<file path="src/rtl/mbm_pkg.sv">
// Shared definitions for the log-multiplier datapath: widths and the mantissa field layout.
package mbm_pkg;

  function automatic int k_width(input int n);
    return $clog2(2 * n - 1);
  endfunction

  localparam int MBM_N  = 8;
  localparam int PROD_W = 2 * MBM_N;
  localparam int K_MAX  = 2 * MBM_N - 2;

  // Mantissa is N+1 bits: integer part [N:N-1], fraction [N-2:0].
  localparam int MANT_INT_HI  = MBM_N;
  localparam int MANT_INT_LO  = MBM_N - 1;
  localparam int MANT_FRAC_HI = MBM_N - 2;

endpackage

</file>
<file path="src/rtl/antilog_shift_stage_if.sv">
// Upstream and downstream valid/ready handshake bundle of the antilog shift stage.
interface antilog_shift_stage_if
  import mbm_pkg::*;
#(
  parameter int N   = MBM_N,
  parameter int K_W = k_width(N)
);
  logic           in_valid;
  logic           in_ready;
  logic [N:0]     mantissa;
  logic           c0;
  logic [K_W-1:0] k_sum;
  logic           zero_op;
  logic           out_valid;
  logic           out_ready;
  logic [2*N-1:0] product;

  modport slave (
    input  in_valid, mantissa, c0, k_sum, zero_op, out_ready,
    output in_ready, out_valid, product
  );

  modport master (
    output in_valid, mantissa, c0, k_sum, zero_op, out_ready,
    input  in_ready, out_valid, product
  );
endinterface

</file>
<file path="src/rtl/antilog_barrel_shift.sv">
// Combinational antilog: mantissa * 2^k_sum with the fraction bits truncated away.
module antilog_barrel_shift
  import mbm_pkg::*;
#(
  parameter int N   = MBM_N,
  parameter int K_W = k_width(N)
) (
  input  logic [N:0]     mantissa,
  input  logic [K_W-1:0] k_sum,
  output logic [2*N-1:0] product,
  output logic           out_of_range
);
  localparam int WIDE_W = 3 * N - 1;
  localparam int KMAX   = 2 * N - 2;

  always_comb begin
    // Take bits [3N-2:N-1] of the widened shift: drops the N-1 fraction bits.
    product      = (2*N)'((WIDE_W'(mantissa) << k_sum) >> (N - 1));
    out_of_range = int'(k_sum) > KMAX;
  end
endmodule

</file>
<file path="src/rtl/antilog_shift_stage.sv">
// Two-stage elastic antilog stage: register inputs, then shift/saturate into the product register.
module antilog_shift_stage
  import mbm_pkg::*;
#(
  parameter int N   = MBM_N,
  parameter int K_W = k_width(N)
) (
  input  logic                  clk,
  input  logic                  rst,
  antilog_shift_stage_if.slave  bus,
  output logic                  err,
  input  logic                  clr_err
);
  logic           s1_valid;
  logic [N:0]     s1_mant;
  logic           s1_c0;
  logic [K_W-1:0] s1_k;
  logic           s1_zero;

  logic           s2_valid;
  logic [2*N-1:0] product_q;

  logic           adv1;
  logic           adv2;
  logic [2*N-1:0] shifted;
  logic           oor;
  logic [2*N-1:0] result;
  logic           txn_err;
  logic           load_err;

  antilog_barrel_shift #(.N(N), .K_W(K_W)) u_shift (
    .mantissa     (s1_mant),
    .k_sum        (s1_k),
    .product      (shifted),
    .out_of_range (oor)
  );

  always_comb begin
    adv2 = !s2_valid || bus.out_ready;
    adv1 = !s1_valid || adv2;
  end

  assign bus.in_ready  = adv1;
  assign bus.out_valid = s2_valid;
  assign bus.product   = product_q;

  // zero_op wins over saturation and suppresses every error source.
  always_comb begin
    result  = shifted;
    txn_err = 1'b0;
    if (s1_zero) begin
      result = '0;
    end else begin
      if (oor) result = '1;
      txn_err = oor || (s1_c0 != s1_mant[N]);
    end
    load_err = adv2 && s1_valid && txn_err;
  end

  always_ff @(posedge clk) begin
    if (rst) begin
      s1_valid  <= 1'b0;
      s1_mant   <= '0;
      s1_c0     <= 1'b0;
      s1_k      <= '0;
      s1_zero   <= 1'b0;
      s2_valid  <= 1'b0;
      product_q <= '0;
      err       <= 1'b0;
    end else begin
      if (adv1) begin
        s1_valid <= bus.in_valid;
        s1_mant  <= bus.mantissa;
        s1_c0    <= bus.c0;
        s1_k     <= bus.k_sum;
        s1_zero  <= bus.zero_op;
      end
      if (adv2) begin
        s2_valid <= s1_valid;
        if (s1_valid) product_q <= result;
      end
      if (load_err)     err <= 1'b1;
      else if (clr_err) err <= 1'b0;
    end
  end
endmodule

</file>
<file path="src/flat_wrapper.sv">
// flat-port wrapper written by rule: the top's interface ports become plain ports
module antilog_shift_stage_flat import mbm_pkg::*;
#(
  parameter int N   = MBM_N,
  parameter int K_W = k_width(N)
)
  (clk, rst, err, clr_err, bus_in_valid, bus_mantissa, bus_c0, bus_k_sum, bus_zero_op, bus_out_ready, bus_in_ready, bus_out_valid, bus_product);
  antilog_shift_stage_if #(.N(N), .K_W(K_W)) bus_i ();
  input  logic clk;
  input  logic rst;
  output logic err;
  input  logic clr_err;
  input wire logic [$bits(bus_i.in_valid)-1:0] bus_in_valid;
  input wire logic [$bits(bus_i.mantissa)-1:0] bus_mantissa;
  input wire logic [$bits(bus_i.c0)-1:0] bus_c0;
  input wire logic [$bits(bus_i.k_sum)-1:0] bus_k_sum;
  input wire logic [$bits(bus_i.zero_op)-1:0] bus_zero_op;
  input wire logic [$bits(bus_i.out_ready)-1:0] bus_out_ready;
  output wire logic [$bits(bus_i.in_ready)-1:0] bus_in_ready;
  output wire logic [$bits(bus_i.out_valid)-1:0] bus_out_valid;
  output wire logic [$bits(bus_i.product)-1:0] bus_product;
  assign bus_i.in_valid = bus_in_valid;
  assign bus_i.mantissa = bus_mantissa;
  assign bus_i.c0 = bus_c0;
  assign bus_i.k_sum = bus_k_sum;
  assign bus_i.zero_op = bus_zero_op;
  assign bus_i.out_ready = bus_out_ready;
  assign bus_in_ready = bus_i.in_ready;
  assign bus_out_valid = bus_i.out_valid;
  assign bus_product = bus_i.product;
  antilog_shift_stage #(.N(N), .K_W(K_W)) u_core (.clk(clk), .rst(rst), .bus(bus_i), .err(err), .clr_err(clr_err));
endmodule
</file>
<file path="config.mk">
export PLATFORM = sky130hd
export DESIGN_NAME = antilog_shift_stage_flat
export DESIGN_NICKNAME = d
export VERILOG_FILES = /design/src/rtl/mbm_pkg.sv /design/src/rtl/antilog_shift_stage_if.sv /design/src/rtl/antilog_barrel_shift.sv /design/src/rtl/antilog_shift_stage.sv /design/src/flat_wrapper.sv
export SDC_FILE = /design/constraint.sdc
export NUM_CORES = 1
export LEC_CHECK = 0
export ABC_AREA = 1
export CAP_MARGIN = 20
export CORE_MARGIN = 2
export CORE_UTILIZATION = 56
export CTS_BUF_LIST = sky130_fd_sc_hd__clkbuf_4 sky130_fd_sc_hd__clkbuf_8
export CTS_CLUSTER_SIZE = 40
export DETAILED_ROUTE_END_ITERATION = 16
export GPL_TIMING_DRIVEN = 0
export PLACE_DENSITY = 0.87
export RECOVER_POWER = 50
export SLEW_MARGIN = 20
export SYNTH_ARGS = -nofsm -noshare
export SYNTH_HDL_FRONTEND = slang
export SYNTH_SLANG_ARGS = --single-unit
export TNS_END_PERCENT = 20
</file>
<file path="constraint.sdc">
create_clock -name clk -period 1.6 [get_ports clk]
set_input_delay 0.32 -clock clk [delete_from_list [all_inputs] [get_ports clk]]
set_output_delay 0.32 -clock clk [all_outputs]
set_load 0.01 [all_outputs]
</file>
* Word level (Yosys, flattened, before mapping)
Cells that the tools add are included.
** Storage, ports and cells
- Register bits :: 34
- Output and inout port bits :: 19
** Operators by class
- Magnitude comparators :: 1
- Eq/ne operators :: 1
- Shifts and indexed selects :: 1
- Mux-type cells :: 5
- Reductions and logical operators :: 9
** Operators with widths (count)
- $mux W16 :: 2
- $shl A9 B4 Y23 :: 1
- $gt A4 B4 Y1 const B :: 1
- $logic_or A1 B1 Y1 :: 3
- $mux W1 :: 3
- $logic_and A1 B1 Y1 :: 2
- $logic_not A1 Y1 :: 2
- $reduce_and A2 Y1 :: 1
- $reduce_bool A2 Y1 :: 1
- $ne A1 B1 Y1 :: 1

* Depth between registers and ports, before layout
- Depth after elaboration :: 5
- Mapped depth :: 9

* Modules after synthesis
Synthesis repeated with hierarchy kept, for this count alone.
** Unflattened totals
- Cell total of the unflattened synthesis :: 275
- Area total of the unflattened synthesis :: 1925.6 µm²
** By module, submodules not included
- antilog_shift_stage :: times used 1, cells an instance 173, area each 1461.4 µm²
- antilog_barrel_shift :: times used 1, cells an instance 102, area each 464.2 µm²

* Worst setup path before layout
OpenSTA, ideal clock, no wires.
- Kind :: register -> output
- Start point :: register u_core.s2_valid (netlist: u_core.bus.out_valid)
- End point :: output bus_in_ready
- Arrival :: 0.951 ns
- Data required time :: 1.280 ns
- Setup slack :: 0.329 ns
- Stages on the path, launching flop included :: 4
- Buffers on the path :: 2
- Cell sequence :: dfxtp_1 -> buf_2 -> nand3_1 -> buf_4
** Between the ends
- Longest elaborated chain between the ends :: 3
** Ends and longest elaborated chain
- start: declaration :: line antilog_shift_stage.sv:20 : logic s2_valid;
- start signal: assignment :: line antilog_shift_stage.sv:79 : s2_valid <= s1_valid;
- $logic_not A1 Y1 :: line antilog_shift_stage.sv:39 : adv2 = !s2_valid || bus.out_ready;
- $logic_or A1 B1 Y1 :: line antilog_shift_stage.sv:39
- $logic_or A1 B1 Y1 :: line antilog_shift_stage.sv:40 : adv1 = !s1_valid || adv2;
- end: declaration :: line flat_wrapper.sv:19 : output wire logic [$bits(bus_i.in_ready)-1:0] bus_in_ready;
Every way passes these cells.

* Worst setup path after layout
- Start point :: register u_core.product_q[13] (netlist: u_core.bus.product[13])
- End point :: output bus_product[13]
** RTL lines
- start: declaration :: line antilog_shift_stage.sv:21 : logic [2*N-1:0] product_q;
- start signal: assignment :: line antilog_shift_stage.sv:80 : if (s1_valid) product_q <= result;
- end: declaration :: line flat_wrapper.sv:21 : output wire logic [$bits(bus_i.product)-1:0] bus_product;
No word-level cell between the ends.

==> results.cfg <==
[status]
status = completed

[placement]
hpwl_microns = 3430
io_buffers = 37
place_worst_setup_slack_ps = -611
place_congestion = 0.948
dp.cells = 354

[clock_network]
clock_path_buffers = 2
clock-root-buffer = clkbuf_4
cts_sinks = 34
clkTransAtPathRegs_ps = 100
tritoncts = done
insertion_delay_ps = 340
htreeDepth = 2
numCtsBuffers = 5

[worst_setup_path]
r2r-end = u_core.bus.product[13]
r2r-start = u_core.s1_k[0]
crit_family = buffers and inverters
crit_cells = 1
crit_type = register to primary output
critPathLaunch = u_core.bus.product[13]
rrSetupSlack_ps = 210
cp-start-kind = register
crit_arrival_ps = 1240
critPathMaxFanout = 2
cp_cell_sequence = clkdlybuf4s50_1
critPathBufInv = 1
endpoint_kind = primary output
cp_slowest_cell = clkdlybuf4s50_1
reg2reg_depth = 6
crit_path_end = bus_product[13]
slowest_delay_ps = 550
required_ps = 1280

[sta]
rsz0062_at_grt = false
drv_slew = 0
max_freq_mhz = 642
finClkSkew_ps = 3.74
relSlewSlack = 0.601
period_minus_slack_ps = 1560
hold_violations = 0
worst_slack_ps = 43.3
worstMarginPinSlew_ps = 599
fin_crit_sh = 0.973
finalSetupViolCount = 0

[floorplanning]
start_util = 0.590
dieArea_sq_um = 3690
top_level_ports = 39
coreArea_sq_um = 3050
die_w_microns = 60.7
fp-row-count = 20
die-height_microns = 60.7

[cells_and_area]
syn_to_final_growth_pct = 27.8
diodes = 0
multi_input_area_sq_um = 986
seqCellArea_sq_um = 682
stdcell_count = 362
drive_gt1_frac = 0.110
fin_nets = 338
nFillCells = 274

[power]
peakVddDrop_uv = 553
leakagePower_nw = 0.984
sequentialPowerShare = 0.542
p_sw_frac = 0.297
powerDensity_nw_per_um2 = 725
internal-power_mw = 1.17
combPwrFrac = 0.193
clkPwrFrac = 0.265
switching_power_mw = 0.496

[drt]
vias = 1965
vias_per_cell = 5.43
routed_wl_microns = 4690
drt_pass1_iterations = 4
drtIter0Drc = 123
drc = 0
ant_nets = 0
wl_per_cell_microns = 12.9

[global_routing]
grt_pass1_wl_microns = 7760
grt_overflow = 0
grt_pass1_vias = 1728
antenna_found_initial = 0
track_usage = 0.284
grt_max_degree = 17

[synth]
syn_area_per_cell_sq_um = 6.60
ys_seq_area_frac = 0.378
ys_warn_count = 0
synthCells = 273
syn_nets = 293
ys_seq_elements = 34
synth_cell_type_count = 21
syn_area_sq_um = 1800

[run]
drv_cap = 0

[hold_path]
hold_path_class = input pin to register
-- power groups by stage --
| stage | clock network (mW) | registers, mW | logic, mW |
|---|---|---|---|
| 6_report | 0.442 | 0.905 | 0.323 |
| 4_1_cts | 0.448 | 0.905 | 0.319 |
| 2_1_floorplan | 0 | 0.921 | 0.195 |
| 5_1_grt | 0.484 | 0.910 | 0.358 |
| 3_5_place_dp | 0 | 0.923 | 0.310 |
| 3_3_place_gp | 0 | 0.923 | 0.306 |
-- per-layer routing --
metal	track usage	vias to the layer above	wire (microns)
met5	0	-	0
met4	0.118	0	59
met3	0.0448	7	422
met2	0.452	96	2180
met1	0.383	862	2020
li1	-	1000	-
-- cell type report --
cell class	count	share of cell area
multi-input combinational	208	0.428
sequential	34	0.296
timing repair buffer	39	0.165
buffer	16	0.0435
tap	44	0.0239
inverter	14	0.0228
clock buffer	5	0.0163
clock inverter	2	0.00435
-- per-stage QoR --
| stage | setup TNS (ps) | hold WS (ps) | instance area (sq um) | util | power [mW] |
|---|---|---|---|---|---|
| 6_report | 0 | 321 | 2300 | 0.755 | 1.67 |
| 5_1_grt | 0 | 322 | 2300 | 0.755 | 1.75 |
| 4_1_cts | 0 | 300 | 2310 | 0.756 | 1.67 |
| 3_5_place_dp | -2170 | 457 | 2230 | 0.730 | 1.23 |
| 3_3_place_gp | -1840 | 451 | 2230 | 0.730 | 1.23 |
| 2_1_floorplan | 0 | 454 | 1800 | - | 1.12 |
-- placed cells by master, fill, tap and decap left out, drive strengths merged --
cell type      netlist  routed
a21oi               34      34
a31oi                1       1
and2                 1       1
buf                 12      10
clkbuf               5      13
clkdlybuf4s25        0       1
clkdlybuf4s50        0      35
clkinv               0       2
dfxtp               34      34
dlygate4sd2          0       1
inv                 14      14
nand2              104     104
nand3               37      37
nand4               16      16
nor2                 9       9
nor3                 1       1
o21ai                4       4
xor2                 1       1
-- cell families (layout without fill, tap and decap cells) --
logic type	count (synthesis)	after routing	synth area share
buf+inv	31	76	0.0819
compound gates	39	39	0.113
flops	34	34	0.378
simple gates	168	168	0.422
xor+xnor	1	1	0.00486
-- worst min-delay path by stage --
stage                          start               endpoint  slack (ps)  cells past startpoint
2_1_floorplan           bus_in_valid        u_core.s1_valid         450                      2
3_3_place_gp   u_core.bus.product[4]  u_core.bus.product[4]         450                      2
3_5_place_dp   u_core.bus.product[4]  u_core.bus.product[4]         460                      2
4_1_cts                          rst         u_core.s1_k[0]         300                      2
5_1_grt                          rst      u_core.s1_mant[6]         320                      2
6_report                         rst      u_core.s1_mant[6]         320                      2
-- registers in the layout, indices dropped and copies added, names as in the netlist --
signal and flops:
u_core.bus.product 16, u_core.s1_zero 1, u_core.s1_k 4, u_core.bus.out_valid 1, u_core.s1_c0 1, u_core.s1_valid 1
u_core.err 1, u_core.s1_mant 9
-- repair_timing --
item,CTS,global route
resized for setup,8,1
hold buffers,0,0
setup endpoints to repair,1,1
pin swaps,1,0
cloned,0,0
buffers inserted,2,0
-- synth_stat cells, drive strengths merged --
| master | number | area (sq um) |
|---|---|---|
| nand2 | 104 | 403 |
| dfxtp | 34 | 681 |
| clkbuf | 5 | 18.8 |
| nand3 | 37 | 185 |
| a21oi | 34 | 178 |
| and2 | 1 | 6.26 |
| o21ai | 4 | 20.0 |
| a31oi | 1 | 6.26 |
| nor2 | 9 | 56.3 |
| xor2 | 1 | 8.76 |
| nand4 | 16 | 100 |
| nor3 | 1 | 10.0 |
| inv | 14 | 52.6 |
| buf | 12 | 76.3 |
(Power assumes the default switching activity.)
==> variant 1 (same flow settings) <==
`MBM_N`: 8 -> 4.
--- a/src/rtl/mbm_pkg.sv
+++ b/src/rtl/mbm_pkg.sv
@@ -5,7 +5,7 @@
     return $clog2(2 * n - 1);
   endfunction
 
-  localparam int MBM_N  = 8;
+  localparam int MBM_N  = 4;
   localparam int PROD_W = 2 * MBM_N;
   localparam int K_MAX  = 2 * MBM_N - 2;
 
Interface: changed (resized bus_k_sum, bus_mantissa and bus_product); port bits go from 39 to 26. The function was not compared with the original's and may differ.
==> variant 1 against the unedited design <==
Register-to-register slack better by 0.03 ns. Routed wire length fell by 47%. Total power shrank 39%. Cell area decreased by 41%. Sequential power fell by 38%. Worst setup slack improved by 0.010 ns. Clock skew rose by 0.0044 ns. First-iteration DRC count decreased by 73%. Synthesized area fell by 44%. Sequential cell count down 13.
==> variant 1: results <==
set metrics [dict create \
    critPathMaxStageDelay_ns 0.41 \
    grt_max_degree 12 \
    met3_length_um 157 \
    num-nets-final 194 \
    seq_share 0.314 \
    nClkBuffers 4 \
    clkLatencyLatePin_ns 0.31 \
    cts_resized 7 \
    syn_nets 162 \
    met2_usage 0.428 \
    seq-power_uw 565 \
    multi_input_cells 109 \
    dr.pass1.iters 5 \
    drive_above_1_share 0.101 \
    outcome "finished, final reports clean" \
    num-nonclk-buffers 36 \
    grtUsageTotal 0.267 \
    grt_pass1_vias 960 \
    seq_area_um2 425 \
    wirelength_um 2490 \
    synthTopCellsByArea "dfxtp_1 (41%), nand2_1 (18%), a21oi_1 (9.8%)" \
    rows 15 \
    ys_types 20 \
    clkCellAreaFrac 0.0222 \
    drtIter0Drc 33 \
    dp_hpwl_um 1700 \
    numCtsBuffers 3 \
    r2r_slack_ns 0.24 \
    wire_per_inst_um 12.3 \
    path_clk_slew_ns 0.12 \
    dpl_cell_area_um2 1300 \
    holdWs_ns 0.470 \
    h-tree-depth 1 \
    nNonClkInverters 8 \
    clock_skew_ns 0.00818 \
    met2WireLength_um 1150 \
    syn_area_per_cell_um2 6.92 \
    grt_pass1_wl_um 4070 \
    buf_share 0.235 \
    pre_cts_ws_ns -0.466 \
    gp_congestion 0.874 \
    cts_setup_buffers 1 \
    portBuffers 25 \
    crit_fanout 3 \
]
[variant 1: cell count changes after synthesis, sizes merged, moves of 2 or more]
cell and delta:
nand4 -6, inv -6, nand3 -23, buf -7, a21oi -12, o21ai -3
nor2 -2, dfxtp -13, nand2 -52
[variant 1: path summary, 6_finish.rpt]
check             cells after the start                                from                                  to
setup / recovery                      5                       bus_out_ready                        bus_in_ready
hold / removal                        2  u_core.bus.product[0]$_SDFFE_PP0P_  u_core.bus.product[0]$_SDFFE_PP0P_
setup reg to reg                      6         u_core.s1_k[2]$_SDFFE_PP0P_  u_core.bus.product[3]$_SDFFE_PP0P_
hold reg to reg                       2  u_core.bus.product[0]$_SDFFE_PP0P_  u_core.bus.product[0]$_SDFFE_PP0P_
[variant 1: cells by family (layout without fill, tap and decap cells)]
kind of cell	Yosys count	in the layout	synth area share
buffers and inverters	17	48	0.0787
and+or+nand+nor	84	84	0.374
AOI/OAI and AO/OA	25	25	0.134
DFF	21	21	0.413
==> variant 2 (config.mk and constraints unchanged) <==
Made on the original files. Register the output `err` once more, cleared by the reset; this adds one clock of latency there. The other outputs are not delayed to match.
--- a/src/rtl/antilog_shift_stage.sv
+++ b/src/rtl/antilog_shift_stage.sv
@@ -11,6 +11,8 @@
   output logic                  err,
   input  logic                  clr_err
 );
+
+  logic err_s0;
   logic           s1_valid;
   logic [N:0]     s1_mant;
   logic           s1_c0;
@@ -66,7 +68,7 @@
       s1_zero   <= 1'b0;
       s2_valid  <= 1'b0;
       product_q <= '0;
-      err       <= 1'b0;
+      err_s0    <= 1'b0;
     end else begin
       if (adv1) begin
         s1_valid <= bus.in_valid;
@@ -79,9 +81,17 @@
         s2_valid <= s1_valid;
         if (s1_valid) product_q <= result;
       end
-      if (load_err)     err <= 1'b1;
-      else if (clr_err) err <= 1'b0;
+      if (load_err)     err_s0 <= 1'b1;
+      else if (clr_err) err_s0 <= 1'b0;
     end
   end
+  always_ff @(posedge clk) begin
+    if (rst) begin
+      err <= '0;
+    end else begin
+      err <= err_s0;
+    end
+  end
+
 endmodule
 
Formal check against the unedited RTL: not equivalent (Yosys sat finds a counterexample within 4 cycles, from zero or initial values and one cycle with rst high).
==> variant 2 against the unedited design <==
Global-route usage shrank 1.7 points. Sequential cell count grew 1. Register-to-register slack gained 0.03 ns. Worst setup slack gained 0.014 ns. Total power grew 3.4%. Maximum frequency grew 0.89%. Critical path type unchanged. Hold slack gained 0.15 ns. Via count shrank 6.4%. Routed wire length shrank 7.0%. Cell area is essentially flat. Combinational power shrank 6%. Clock power grew 10%. Critical path depth is the same. Synthesized area shrank 2.2%.
==> variant 2: results <==
set metrics [dict create \
    synth_compound_area_frac 0.157 \
    path_clk_slew_ns 0.10 \
    hp-start "u_core.bus.product[12]$_SDFFE_PP0P_" \
    diodes 0 \
    yosys_most_used_dff "dfxtp_1" \
    gp_congestion 0.882 \
    clk_path_buf_depth 2 \
    syn_area_per_cell_um2 6.51 \
    portBuffers 38 \
    outcome "finished, final reports clean" \
    syn_nets 291 \
    largest_reg_flops 16 \
    grt_max_degree 11 \
    yosys_warnings 0 \
    numCtsBuffers 5 \
    cp_top_family "buffers and inverters" \
    clkLatencyLatePin_ns 0.34 \
    p_leak_nw 1.04 \
    antenna_found_initial 0 \
    synth_adder_area_share 0 \
    num-nets-final 339 \
    critPathMaxStageDelay_ns 0.54 \
    holdPathEnd "u_core.bus.product[12]$_SDFFE_PP0P_" \
    max-vdd-ir-drop_mv 0.567 \
    wirelength_um 4360 \
    grt_pass1_wl_um 7040 \
    cp.arrival_ns 1.22 \
    synth_mux_area_frac 0 \
    r2r_slack_ns 0.24 \
    drtIter0Drc 119 \
    dr.pass1.iters 4 \
    clock_skew_ns 0.00575 \
    fin_cells 364 \
    drive_above_1_share 0.103 \
    pre_cts_ws_ns -0.746 \
    relSlewSlack 0.679 \
    synthTopCellsByArea "dfxtp_1 (40%), nand2_1 (19%), nand3_1 (11%)" \
    via_count 1840 \
    slowest_stage "clkdlybuf4s50_1" \
    r2r-start "u_core.s1_k[2]$_SDFFE_PP0P_" \
    synthXorXnorAreaFrac 0.00497 \
    ys_types 23 \
    async_flop_share 0 \
    h-tree-depth 2 \
    r2r_end "u_core.bus.product[7]$_SDFFE_PP0P_" \
    yosysSeqAreaShare 0.397 \
    dp_hpwl_um 3220 \
    hold_class "reg -> reg" \
    post-route-min-period_ns 1.54 \
    synth_commonest_cells "nand2_1 (87), nand3_1 (37), dfxtp_1 (35)" \
    crit_fanout 2 \
    place_inst 353 \
    grt_pass1_vias 1604 \
    min_path_cells 2 \
    grtUsageTotal 0.266 \
    r2r_cells 7 \
    clock-root-buffer "clkbuf_4" \
]
-- variant 2: cell count changes after synthesis, sizes merged --
cell / delta
buf: -4
o22ai: +1
nand4: -15
nand2: -15
a21oi: -1
o21ai: +15
dfxtp: +1
inv: +16
-- variant 2: repair_timing --
| item | in CTS | in global routing |
|---|---|---|
| hold buffers | 0 | 0 |
| gates resized for setup | 9 | 8 |
| setup endpoints to repair | 2 | 18 |
| buffers inserted | 3 | 0 |
-- variant 2: how the worst max path moves through the flow --
stage / from / to / cells after the start
finish: u_core.bus.product[3]$_SDFFE_PP0P_ / bus_product[3] / 1
global route: bus_out_ready / u_core.bus.product[5]$_SDFFE_PP0P_ / 9
CTS: bus_out_ready / bus_in_ready / 5
detailed placement: bus_out_ready / bus_in_ready / 5
global placement: bus_out_ready / bus_in_ready / 5
floorplan: u_core.bus.out_valid$_SDFFE_PP0N_ / bus_in_ready / 2
-- variant 2: cell type report --
type / instances / area, µm²
multi-input combinational: 193 / 901
fill: 236 / 723
sequential: 35 / 702
timing repair buffer: 41 / 398
inverter: 30 / 113
buffer: 13 / 78.8
tap: 44 / 55.1
clock buffer: 7 / 52.6
clock inverter: 1 / 5.00
-- variant 2: layer usage --
layer / part of all wire / track usage / vias to the layer above
met5: 0 / 0 / -
met4: 0.020 / 0.117 / 0
met3: 0.055 / 0.0887 / 9
met2: 0.46 / 0.415 / 52
met1: 0.47 / 0.332 / 810
li1: - / - / 969
-- variant 2: through the flow --
stage	hold WS, ns	area, µm²
global placement	0.428	2200
detailed placement	0.431	2200
CTS	0.464	2300
floorplan	0.409	1760
finish	0.467	2300
global route	0.478	2300
-- variant 2: kinds of logic after synthesis --
kind of cell,count (synthesis)
flops,35
simple gates,138
buf+inv,43
xor+xnor,1
compound gates,54
-- variant 2: report_power, final --
group / switching, mW / total, mW / internal [mW]
logic: 0.173 / 0.305 / 0.132
registers: 0.0279 / 0.933 / 0.905
clock network: 0.283 / 0.488 / 0.205
